--- config.mk ---
export PLATFORM = sky130hd
export DESIGN_NAME = cpu_control
export DESIGN_NICKNAME = d
export VERILOG_FILES = /design/src/rtl/cpu_control.sv
export SDC_FILE = /design/constraint.sdc
export NUM_CORES = 1
export LEC_CHECK = 0
export ABC_CLOCK_PERIOD_IN_PS = 1800
export CORE_UTILIZATION = 35
export DETAILED_ROUTE_END_ITERATION = 8
export PLACE_DENSITY = 0.75
export SLEW_MARGIN = 0
export SYNTH_ARGS = -nofsm -noshare
export SYNTH_HDL_FRONTEND = slang
export SYNTH_SLANG_ARGS = --single-unit
--- constraint.sdc ---
create_clock -name clk -period 1.8 [get_ports clk]
set_input_delay 0.18 -clock clk [delete_from_list [all_inputs] [get_ports clk]]
set_output_delay 0.18 -clock clk [all_outputs]
set_load 0.02 [all_outputs]
--- src/rtl/cpu_control.sv ---
// Multi-cycle Moore control unit sequencing the CPU datapath one instruction at a time.
// Optional feature: define CTRL_ILLEGAL_TRAP_EN to halt on unknown opcodes (default: execute as NOP).
//
// state  | meaning
// S_RST  | post-reset idle cycle, all outputs low
// S_IF   | fetch; opcode and func latched on exit
// S_DEC  | decode; illegal opcode completes here as a NOP (trap disabled)
// S_EX   | ALU operation for R-type, immediate, lw, sw
// S_MEM  | data-memory access; sw completes here
// S_WB   | register-file write-back, instruction completes
// S_BR   | branch resolution using zero, instruction completes
// S_HALT | illegal-opcode trap, left only by reset
module cpu_control (
    input  logic        clk,
    input  logic        reset,
    input  logic [31:0] instr,
    input  logic        zero,
    output logic        PC_sel,
    output logic        PC_lden,
    output logic        rf_wren,
    output logic        rf_wrdata_sel,
    output logic        rf_b_sel,
    output logic        ALU_bin_sel,
    output logic [3:0]  ALU_func,
    output logic        MEM_wren,
    output logic        instr_done,
    output logic        illegal
);

    localparam logic [2:0] S_RST  = 3'd0;
    localparam logic [2:0] S_IF   = 3'd1;
    localparam logic [2:0] S_DEC  = 3'd2;
    localparam logic [2:0] S_EX   = 3'd3;
    localparam logic [2:0] S_MEM  = 3'd4;
    localparam logic [2:0] S_WB   = 3'd5;
    localparam logic [2:0] S_BR   = 3'd6;
    localparam logic [2:0] S_HALT = 3'd7;

    localparam logic [5:0] OP_RTYPE = 6'b100000;
    localparam logic [5:0] OP_ADDI  = 6'b110000;
    localparam logic [5:0] OP_ORI   = 6'b110011;
    localparam logic [5:0] OP_LI    = 6'b111000;
    localparam logic [5:0] OP_BEQ   = 6'b000000;
    localparam logic [5:0] OP_BNE   = 6'b000001;
    localparam logic [5:0] OP_B     = 6'b111111;
    localparam logic [5:0] OP_LW    = 6'b001111;
    localparam logic [5:0] OP_SW    = 6'b011111;

    localparam logic [3:0] ALU_ADD = 4'b0000;
    localparam logic [3:0] ALU_SUB = 4'b0001;
    localparam logic [3:0] ALU_OR  = 4'b0011;

    logic [2:0] state;
    logic [2:0] state_nxt;
    logic [5:0] op_q;
    logic [3:0] func_q;

    logic is_rtype;
    logic is_imm;
    logic is_lw;
    logic is_sw;
    logic is_br;
    logic is_alu;

    logic [3:0] alu_func_dec;
    logic       alu_bin_dec;
    logic       rf_b_dec;
    logic       br_taken;

    logic unused_instr_bits;
    assign unused_instr_bits = ^instr[25:4];

    assign is_rtype = (op_q == OP_RTYPE);
    assign is_imm   = (op_q == OP_ADDI) || (op_q == OP_ORI) || (op_q == OP_LI);
    assign is_lw    = (op_q == OP_LW);
    assign is_sw    = (op_q == OP_SW);
    assign is_br    = (op_q == OP_BEQ) || (op_q == OP_BNE) || (op_q == OP_B);
    assign is_alu   = is_rtype || is_imm;

    // Opcode and func are captured once so later instr changes cannot affect the instruction in flight
    always_ff @(posedge clk) begin
        if (reset) begin
            state  <= S_RST;
            op_q   <= 6'd0;
            func_q <= 4'd0;
        end else begin
            state <= state_nxt;
            if (state == S_IF) begin
                op_q   <= instr[31:26];
                func_q <= instr[3:0];
            end
        end
    end

    always_comb begin
        state_nxt = S_RST;
        case (state)
            S_RST: state_nxt = S_IF;
            S_IF:  state_nxt = S_DEC;
            S_DEC: begin
                if (is_br)
                    state_nxt = S_BR;
                else if (is_alu || is_lw || is_sw)
                    state_nxt = S_EX;
                else
`ifdef CTRL_ILLEGAL_TRAP_EN
                    state_nxt = S_HALT;
`else
                    state_nxt = S_IF;
`endif
            end
            S_EX:   state_nxt = (is_lw || is_sw) ? S_MEM : S_WB;
            S_MEM:  state_nxt = is_lw ? S_WB : S_IF;
            S_WB:   state_nxt = S_IF;
            S_BR:   state_nxt = S_IF;
            S_HALT: state_nxt = S_HALT;
            default: state_nxt = S_RST;
        endcase
    end

    always_comb begin
        alu_func_dec = ALU_ADD;
        alu_bin_dec  = 1'b0;
        rf_b_dec     = 1'b0;
        case (op_q)
            OP_RTYPE: alu_func_dec = func_q;
            OP_ADDI, OP_LI: alu_bin_dec = 1'b1;
            OP_ORI: begin
                alu_bin_dec  = 1'b1;
                alu_func_dec = ALU_OR;
            end
            OP_LW, OP_SW: begin
                alu_bin_dec = 1'b1;
                rf_b_dec    = 1'b1;
            end
            OP_BEQ, OP_BNE, OP_B: begin
                alu_func_dec = ALU_SUB;
                rf_b_dec     = 1'b1;
            end
            default: ;
        endcase
    end

    always_comb begin
        br_taken = 1'b0;
        case (op_q)
            OP_B:   br_taken = 1'b1;
            OP_BEQ: br_taken = zero;
            OP_BNE: br_taken = ~zero;
            default: br_taken = 1'b0;
        endcase
    end

    // ALU controls are held from S_EX through write-back so the datapath result stays stable
    always_comb begin
        PC_sel        = 1'b0;
        PC_lden       = 1'b0;
        rf_wren       = 1'b0;
        rf_wrdata_sel = 1'b0;
        rf_b_sel      = 1'b0;
        ALU_bin_sel   = 1'b0;
        ALU_func      = ALU_ADD;
        MEM_wren      = 1'b0;
        instr_done    = 1'b0;
        illegal       = 1'b0;
        case (state)
            S_DEC: begin
`ifndef CTRL_ILLEGAL_TRAP_EN
                if (!is_br && !is_alu && !is_lw && !is_sw) begin
                    PC_lden    = 1'b1;
                    instr_done = 1'b1;
                end
`endif
            end
            S_EX: begin
                rf_b_sel    = rf_b_dec;
                ALU_bin_sel = alu_bin_dec;
                ALU_func    = alu_func_dec;
            end
            S_MEM: begin
                rf_b_sel    = rf_b_dec;
                ALU_bin_sel = alu_bin_dec;
                ALU_func    = alu_func_dec;
                if (is_sw) begin
                    MEM_wren   = 1'b1;
                    PC_lden    = 1'b1;
                    instr_done = 1'b1;
                end
            end
            S_WB: begin
                rf_b_sel      = rf_b_dec;
                ALU_bin_sel   = alu_bin_dec;
                ALU_func      = alu_func_dec;
                rf_wren       = 1'b1;
                rf_wrdata_sel = is_lw;
                PC_lden       = 1'b1;
                instr_done    = 1'b1;
            end
            S_BR: begin
                rf_b_sel    = rf_b_dec;
                ALU_bin_sel = alu_bin_dec;
                ALU_func    = alu_func_dec;
                PC_sel      = br_taken;
                PC_lden     = 1'b1;
                instr_done  = 1'b1;
            end
            S_HALT: begin
`ifdef CTRL_ILLEGAL_TRAP_EN
                illegal = 1'b1;
`endif
            end
            default: ;
        endcase
        // Gating on reset keeps an aborted instruction from issuing a write or PC load in its last cycle
        if (reset) begin
            PC_sel        = 1'b0;
            PC_lden       = 1'b0;
            rf_wren       = 1'b0;
            rf_wrdata_sel = 1'b0;
            rf_b_sel      = 1'b0;
            ALU_bin_sel   = 1'b0;
            ALU_func      = ALU_ADD;
            MEM_wren      = 1'b0;
            instr_done    = 1'b0;
            illegal       = 1'b0;
        end
    end

endmodule

==> results of run 1 <==
worst max-delay path, cell delays in order, from the launching register on:
cell and delay [ps]:
dfxtp_4 380, nand2_2 60, or4_4 490, and3_4 170, o21a_1 190, buf_4 140, buf_6 120
per-stage QoR:
step                hold WS, ps  TNS [ps]  utilization [%]  cells  total power, mW
floorplan                 318.7         0                -    105           0.7609
detailed placement        492.9     -2225            58.26    177            1.057
global placement          475.7     -1667            58.26    177            1.027
CTS                       505.4    -339.3            61.74    185            1.296
global route              541.6    -965.2            64.87    186            1.448
finish                    504.2    -616.9            64.87    186            1.379
cells in the mapped netlist:
library cell and count:
o21ai_0 2, mux2i_1 10, nor4b_2 1, nor2b_1 1, a21oi_1 5, nand2_2 1
o41ai_2 1, clkbuf_1 4, conb_1 1, o31ai_1 1, nand3b_1 2, inv_1 2
nor3_2 1, nor3_1 2, o221ai_1 1, buf_4 2, dfxtp_1 13, or2_1 1
o2bb2a_2 1, a311oi_1 1, nand3_1 2, nand4_1 1, and3_4 1, nor2_1 18
xor2_1 1, a31oi_1 3, nand2_1 7, nor3b_1 2, or4_4 1, or4b_1 1
and3_1 2, nor4_1 1, buf_2 4, xnor2_1 2, and4_1 1, nand2b_1 4
o21a_1 1
state kept, by name, summed over array words and instances (netlist names):
register and flops:
op_q 6, func_q 4, state 3
area by class of cell:
class	count	area, um^2	share of cell area (%)
Tap cell	28	35.03	2.418
Multi-Input combinational cell	80	604.3	41.71
Timing Repair Buffer	59	495.5	34.20
Inverter	2	7.507	0.5181
Clock buffer	4	26.28	1.813
Sequential cell	13	280.3	19.34
timing repair:
item,4_1_cts,5_1_grt
setup buffers,4,2
cloned,0,0
pin swaps,3,9
endpoints found under the setup margin,12,11
gates resized for setup,65,21
metal layers:
metal	vias to the layer above	routed length [um]	global-route usage (%)
met5	-	0	0
met4	0	94	13.89
met3	10	177	2.976
met2	47	1525	39.25
met1	485	1170	25.91
li1	471	-	-
cell families after synthesis:
logic type                synth area share, %
muxes                                   11.91
buffers and inverters                   6.845
AOI/OAI and AO/OA                       13.54
xor gates and xnor gates                3.126
DFF                                     30.95
and+or+nand+nor                         33.18
other                                  0.4460
cells in the final DEF, fill, tap and decap left out, types with 3 or more instances in the layout:
master / Yosys / final
nand2_1: 7 / 5
buf_6: 0 / 8
a21oi_1: 5 / 3
buf_4: 2 / 34
nand2b_1: 4 / 4
clkdlybuf4s50_1: 0 / 12
mux2i_1: 10 / 10
nor2_1: 18 / 17
buf_2: 4 / 3
dfxtp_4: 0 / 5
clkbuf_4: 0 / 3
dfxtp_1: 13 / 7
worst max path at each step:
stage / cells after the start / slack (ps) / startpoint / to
finish: 6 / -210 / op_q[1]$_SDFFE_PP0N_ / instr_done
global route: 7 / -250 / op_q[2]$_SDFFE_PP0N_ / instr_done
CTS: 6 / -200 / op_q[5]$_SDFFE_PP0N_ / instr_done
detailed placement: 5 / -250 / reset / rf_wrdata_sel
global placement: 5 / -180 / reset / rf_wrdata_sel
floorplan: 6 / 40 / op_q[0]$_SDFFE_PP0N_ / instr_done
power by group:
part	total [mW]	internal (mW)	switching, mW
combinational	0.779	0.419	0.360
sequential	0.409	0.353	0.0562
clock	0.190	0.0861	0.104
total	1.38	0.858	0.521
==> summary.txt, run 1 <==
Yosys
  • Top cells by area, synth: dfxtp_1 (31%), mux2i_1 (12%), nor2_1 (8.0%)
  • Synth Instances: ~110
  • Synth cell types: 37
  • Synth Warn #: 0
  • Synth Area per Inst: 8.008 um^2
  • Area share of the largest cell type after synthesis: between 30 and 40%
  • #FFs+latches synth: 13
  • Post-synthesis sequential area ratio: around 31%
  • Yosys top cell by area: dfxtp_1
  • Net count after synthesis: 140
  • Synth Cell Area: 840.8 um^2

Die
  • Chip width: 51.02 um
  • DIE AREA: ~2600 um^2
  • Initial Util: a little under two fifths
  • Site Rows: 17
  • Core area: 2233 um^2
  • IO Pins: 48
  • Die span in y: 51.02 um

Timing
  • Fin crit share: 111.5%
  • # setup viols final: 5
  • Unrepaired setup endpoints after global routing: yes
  • Post-route minimum period: between 2000 and 2500 ps
  • Clk_skew: around 3.9 ps
  • Setup WS post-layout: -207.5 ps
  • Final Max Slew Viols: 0
  • Highest Clock Rate: approximately 0.5 GHz
  • Fin. Hold Viols: 0

Drt
  • Vias per cell: 5.446
  • DRT Pass-1 Iters: 4
  • Drt initial violations: 36
  • Detailed Route WL: around 3.0 mm
  • Vias: around 1000
  • Post-DRT Antenna Nets: 0
  • Drt wl/cell: between 15 and 20 um
  • DR DRC count: 0

Placed design
  • Placer Congestion: roughly 0.83
  • Dpl cell area: 1301 um^2
  • DP Worst Slack: -248.4 ps
  • Count of buffers from port buffering: 24
  • HPWL Detailed: roughly 2 mm

Hold path
  • Hold EP: func_q[3]$_SDFFE_PP0N_
  • Start point of the worst hold path: func_q[3]$_SDFFE_PP0N_
  • Hold Path Stages: 2
  • Hold crit path type: flop to flop

Finish
  • Fillers: between 150 and 200
  • Area Growth Syn to Fin: 72.32%
  • Post-route cell area: around 1400 um^2
  • Share of layout cells above drive strength 1: between 40% and 50%
  • Fin nets: around 190
  • # diodes: 0

GRT
  • Global route overflow: 0
  • First-pass GRT wire length: between 4 and 5 mm
  • Vias in the first global route: slightly above 900
  • Overall Global Routing Usage: approximately 23%
  • Pin count of the biggest net entering global routing: 15
  • Initial antenna violation count: 0

Worst setup path
  • R2R depth: 6
  • CP Class: flop to output pin
  • Startpoint Class: flop
  • Flop-to-flop setup slack: about 120 ps
  • Data arrival, critical path: between 1500 and 2000 ps
  • Worst-path maximum fanout: 4
  • Reg-to-Reg Start: op_q[3]$_SDFFE_PP0N_
  • Reg2reg end: state[2]$_SDFF_PP0_
  • Crit path required time: 1620 ps
  • Crit end category: output pin

Clock tree
  • CTS tree: yes
  • Worst-path clk slew: 90 ps
  • Hold_buf cts: 0
  • Clock buffers created by TritonCTS: 3
  • Htree depth: 1
  • Clock sinks: 13
  • Clock Latency Late Sink: about 280 ps
  • Clock Path Buffers: 2
  • Root Driver: clkbuf_4

Power and ir drop
  • Worst vdd ir: just under 0.0007 V
  • Lkg Pwr: just over 0.6 nW
  • Cell area power density: ~950 nW/um^2

Outcome
  • Violations in the final reports: negative setup slack
  • Outcome: complete, but fails checks

Flow run
  • Max_cap viols: 0
Note: power is estimated with default switching activity, not from simulation.
==> run 2: changes to the inputs <==
CORE_UTILIZATION = 37   (was 35)
PLACE_DENSITY = 0.78   (was 0.75)
==> run 2 against run 1 <==
Net effect: the run still ends with negative setup slack left; cell count decreased by 2.7%; design area down 8.1%; utilization rose by 0.32 points; clock-buffer cell count is the same; largest cell class unchanged.
==> summary.txt, run 2 (synthesis gave the netlist of run 1 again) <==
Drt
  • Drt initial violations: 14
  • DR DRC count: 0
  • Detailed Route WL: 2.348 mm
  • Top Layer Used: met4
  • Post-DRT Antenna Nets: 0
  • Vias: roughly 940
  • Met3 WL: between 80 and 90 um
  • Vias per cell: roughly 5.2
  • Drt wl/cell: about 13 um
  • Routed wl met2: 1.208 mm
  • M1 wire length: roughly 980 um
  • DRT Pass-1 Iters: 4

Hold path
  • Hold EP: func_q[2]$_SDFFE_PP0N_
  • Hold crit path type: flop to flop
  • Start point of the worst hold path: func_q[2]$_SDFFE_PP0N_
  • Hold Path Stages: 2

Timing
  • Final Max Slew Viols: 0
  • Fin crit share: 103.3%
  • Post-route minimum period: around 1900 ps
  • Setup WS post-layout: -59.67 ps
  • Fin. Hold Viols: 0
  • Highest Clock Rate: ~0.54 GHz
  • Clk_skew: ~8.3 ps
  • # setup viols final: 4
  • Unrepaired setup endpoints after global routing: yes

Worst setup path
  • Critical-path cell list: or4_4 -> and3_4 -> o21a_1 -> buf_2
  • Startpoint Class: flop
  • Reg2reg end: state[2]$_SDFF_PP0_
  • R2R depth: 6
  • Flop-to-flop setup slack: 80 ps
  • Slowest stage delay, CP: ~530 ps
  • Crit path required time: 1620 ps
  • Crit end category: output pin
  • CP Class: flop to output pin
  • CP delay by family, top: simple AND/OR/NAND/NOR gates
  • Worst-path maximum fanout: 5
  • Data arrival, critical path: 1680 ps
  • Buf/Inv on CP: 1
  • Reg-to-Reg Start: op_q[1]$_SDFFE_PP0N_
  • CP max-delay cell: or4_4

GRT
  • Pin count of the biggest net entering global routing: 15
  • Vias in the first global route: ~920
  • Global route overflow: 0
  • Overall Global Routing Usage: between 20% and 30%
  • Initial antenna violation count: 0
  • First-pass GRT wire length: around 3.9 mm

Finish
  • Most common cell after layout, fill and taps aside: buf_4
  • Fillers: ~170
  • Share of layout cells above drive strength 1: a little over two fifths
  • Post-route cell area: roughly 1300 um^2
  • Area Growth Syn to Fin: 58.33%
  • Fin nets: 190
  • Most frequent cells in the layout: buf_4 (32), nor2_1 (18), clkdlybuf4s50_1 (12), mux2i_1 (10), buf_2 (8)
  • Max FFs per register: 6
  • Fin cells: approximately 180
  • Biggest regs: op_q: 6 flops, func_q: 4 flops, state: 3 flops
  • Reg with most FFs: op_q
  • # diodes: 0

Power and ir drop
  • Clock power frac: between 10% and 20%
  • Power share of the sequential group: a little under a third
  • Switching portion of total power: approximately 36%
  • Total Power: 1.277 mW
  • Int Pwr: between 0.8 and 0.9 mW
  • Combinational power share: between 50 and 60%
  • Worst vdd ir: about 0.00068 V
  • Switch Pwr: ~0.46 mW
  • Lkg Pwr: approximately 0.57 nW
  • Cell area power density: between 900 and 1000 nW/um^2

Die
  • Initial Util: between 40% and 50%
  • IO Pins: between 40 and 50
  • DIE AREA: around 2500 um^2
  • Die span in y: just under 50 um
  • Core area: a little over 2000 um^2
  • Chip width: a little under 50 um
  • Site Rows: 16

Placed design
  • Count of buffers from port buffering: 24
  • Placer Congestion: 0.7984
  • Dpl cell area: between 1000 and 1500 um^2
  • DP Worst Slack: -232.4 ps
  • HPWL Detailed: about 1.8 mm
  • Placed insts: approximately 180

Outcome
  • Outcome: complete, but fails checks
  • Violations in the final reports: negative setup slack

Clock tree
  • Root Driver: clkbuf_4
  • Clock buffers created by TritonCTS: 3
  • Htree depth: 1
  • Clock Path Buffers: 2
  • Worst-path clk slew: approximately 80 ps
  • CTS tree: yes
  • Clock sinks: 13
  • Clock Latency Late Sink: between 200 and 300 ps
  • Hold_buf cts: 0

Flow run
  • Max_cap viols: 0
## run 2: power groups by stage
| stage | Sequential [mW] | Clock, mW | Combinational (mW) |
|---|---|---|---|
| after global routing | 0.416 | 0.193 | 0.749 |
| after global placement | 0.394 | 0 | 0.631 |
| final | 0.407 | 0.177 | 0.693 |
| after detailed placement | 0.400 | 0 | 0.648 |
| after CTS | 0.399 | 0.185 | 0.648 |
| after floorplan | 0.384 | 0 | 0.377 |
## run 2: cell type report
type	count	area, um^2	share of cell area, %
Multi-Input combinational cell	80	560.5	42.11
Timing Repair Buffer	55	425.4	31.95
Tap cell	27	33.78	2.538
Sequential cell	13	277.8	20.86
Inverter	2	7.507	0.5639
Clock buffer	4	26.28	1.974
## run 2: worst max-delay path by stage
stage / startpoint / to / slack [ps] / cells past startpoint
global route: op_q[1]$_SDFFE_PP0N_ / instr_done / -110 / 5
global placement: reset / ALU_func[0] / -200 / 4
detailed placement: reset / rf_wrdata_sel / -230 / 5
finish: op_q[2]$_SDFFE_PP0N_ / instr_done / -60 / 4
CTS: op_q[1]$_SDFFE_PP0N_ / instr_done / -80 / 5
floorplan: op_q[0]$_SDFFE_PP0N_ / instr_done / 40 / 6
## run 2: per-layer routing
layer,vias up,track usage (%)
met5,-,0
met4,0,12.38
met3,8,2.160
met2,31,36.49
met1,439,23.88
li1,466,-
## run 2: stage by stage
stage | hold WS (ps) | TNS (ps) | util, %
final | 497.7 | -135.8 | 65.20
after global placement | 474.6 | -1833 | 63.30
after global routing | 520.2 | -523.6 | 65.20
after CTS | 507.7 | -151.4 | 63.11
after detailed placement | 483.8 | -2065 | 63.30
after floorplan | 318.7 | 0 | -
## run 2: repair_timing
action                                  4_1_cts  5_1_grt
endpoints found under the setup margin       12       13
gates resized for setup                      50       15
setup buffers                                 0        2
## run 2: worst register-to-register path, cell delays in order, from the launching register on
cell,delay [ps]
dfxtp_4,360
nor3_2,210
buf_4,140
o2bb2a_2,230
buf_4,140
or4b_1,460
o221ai_1,100
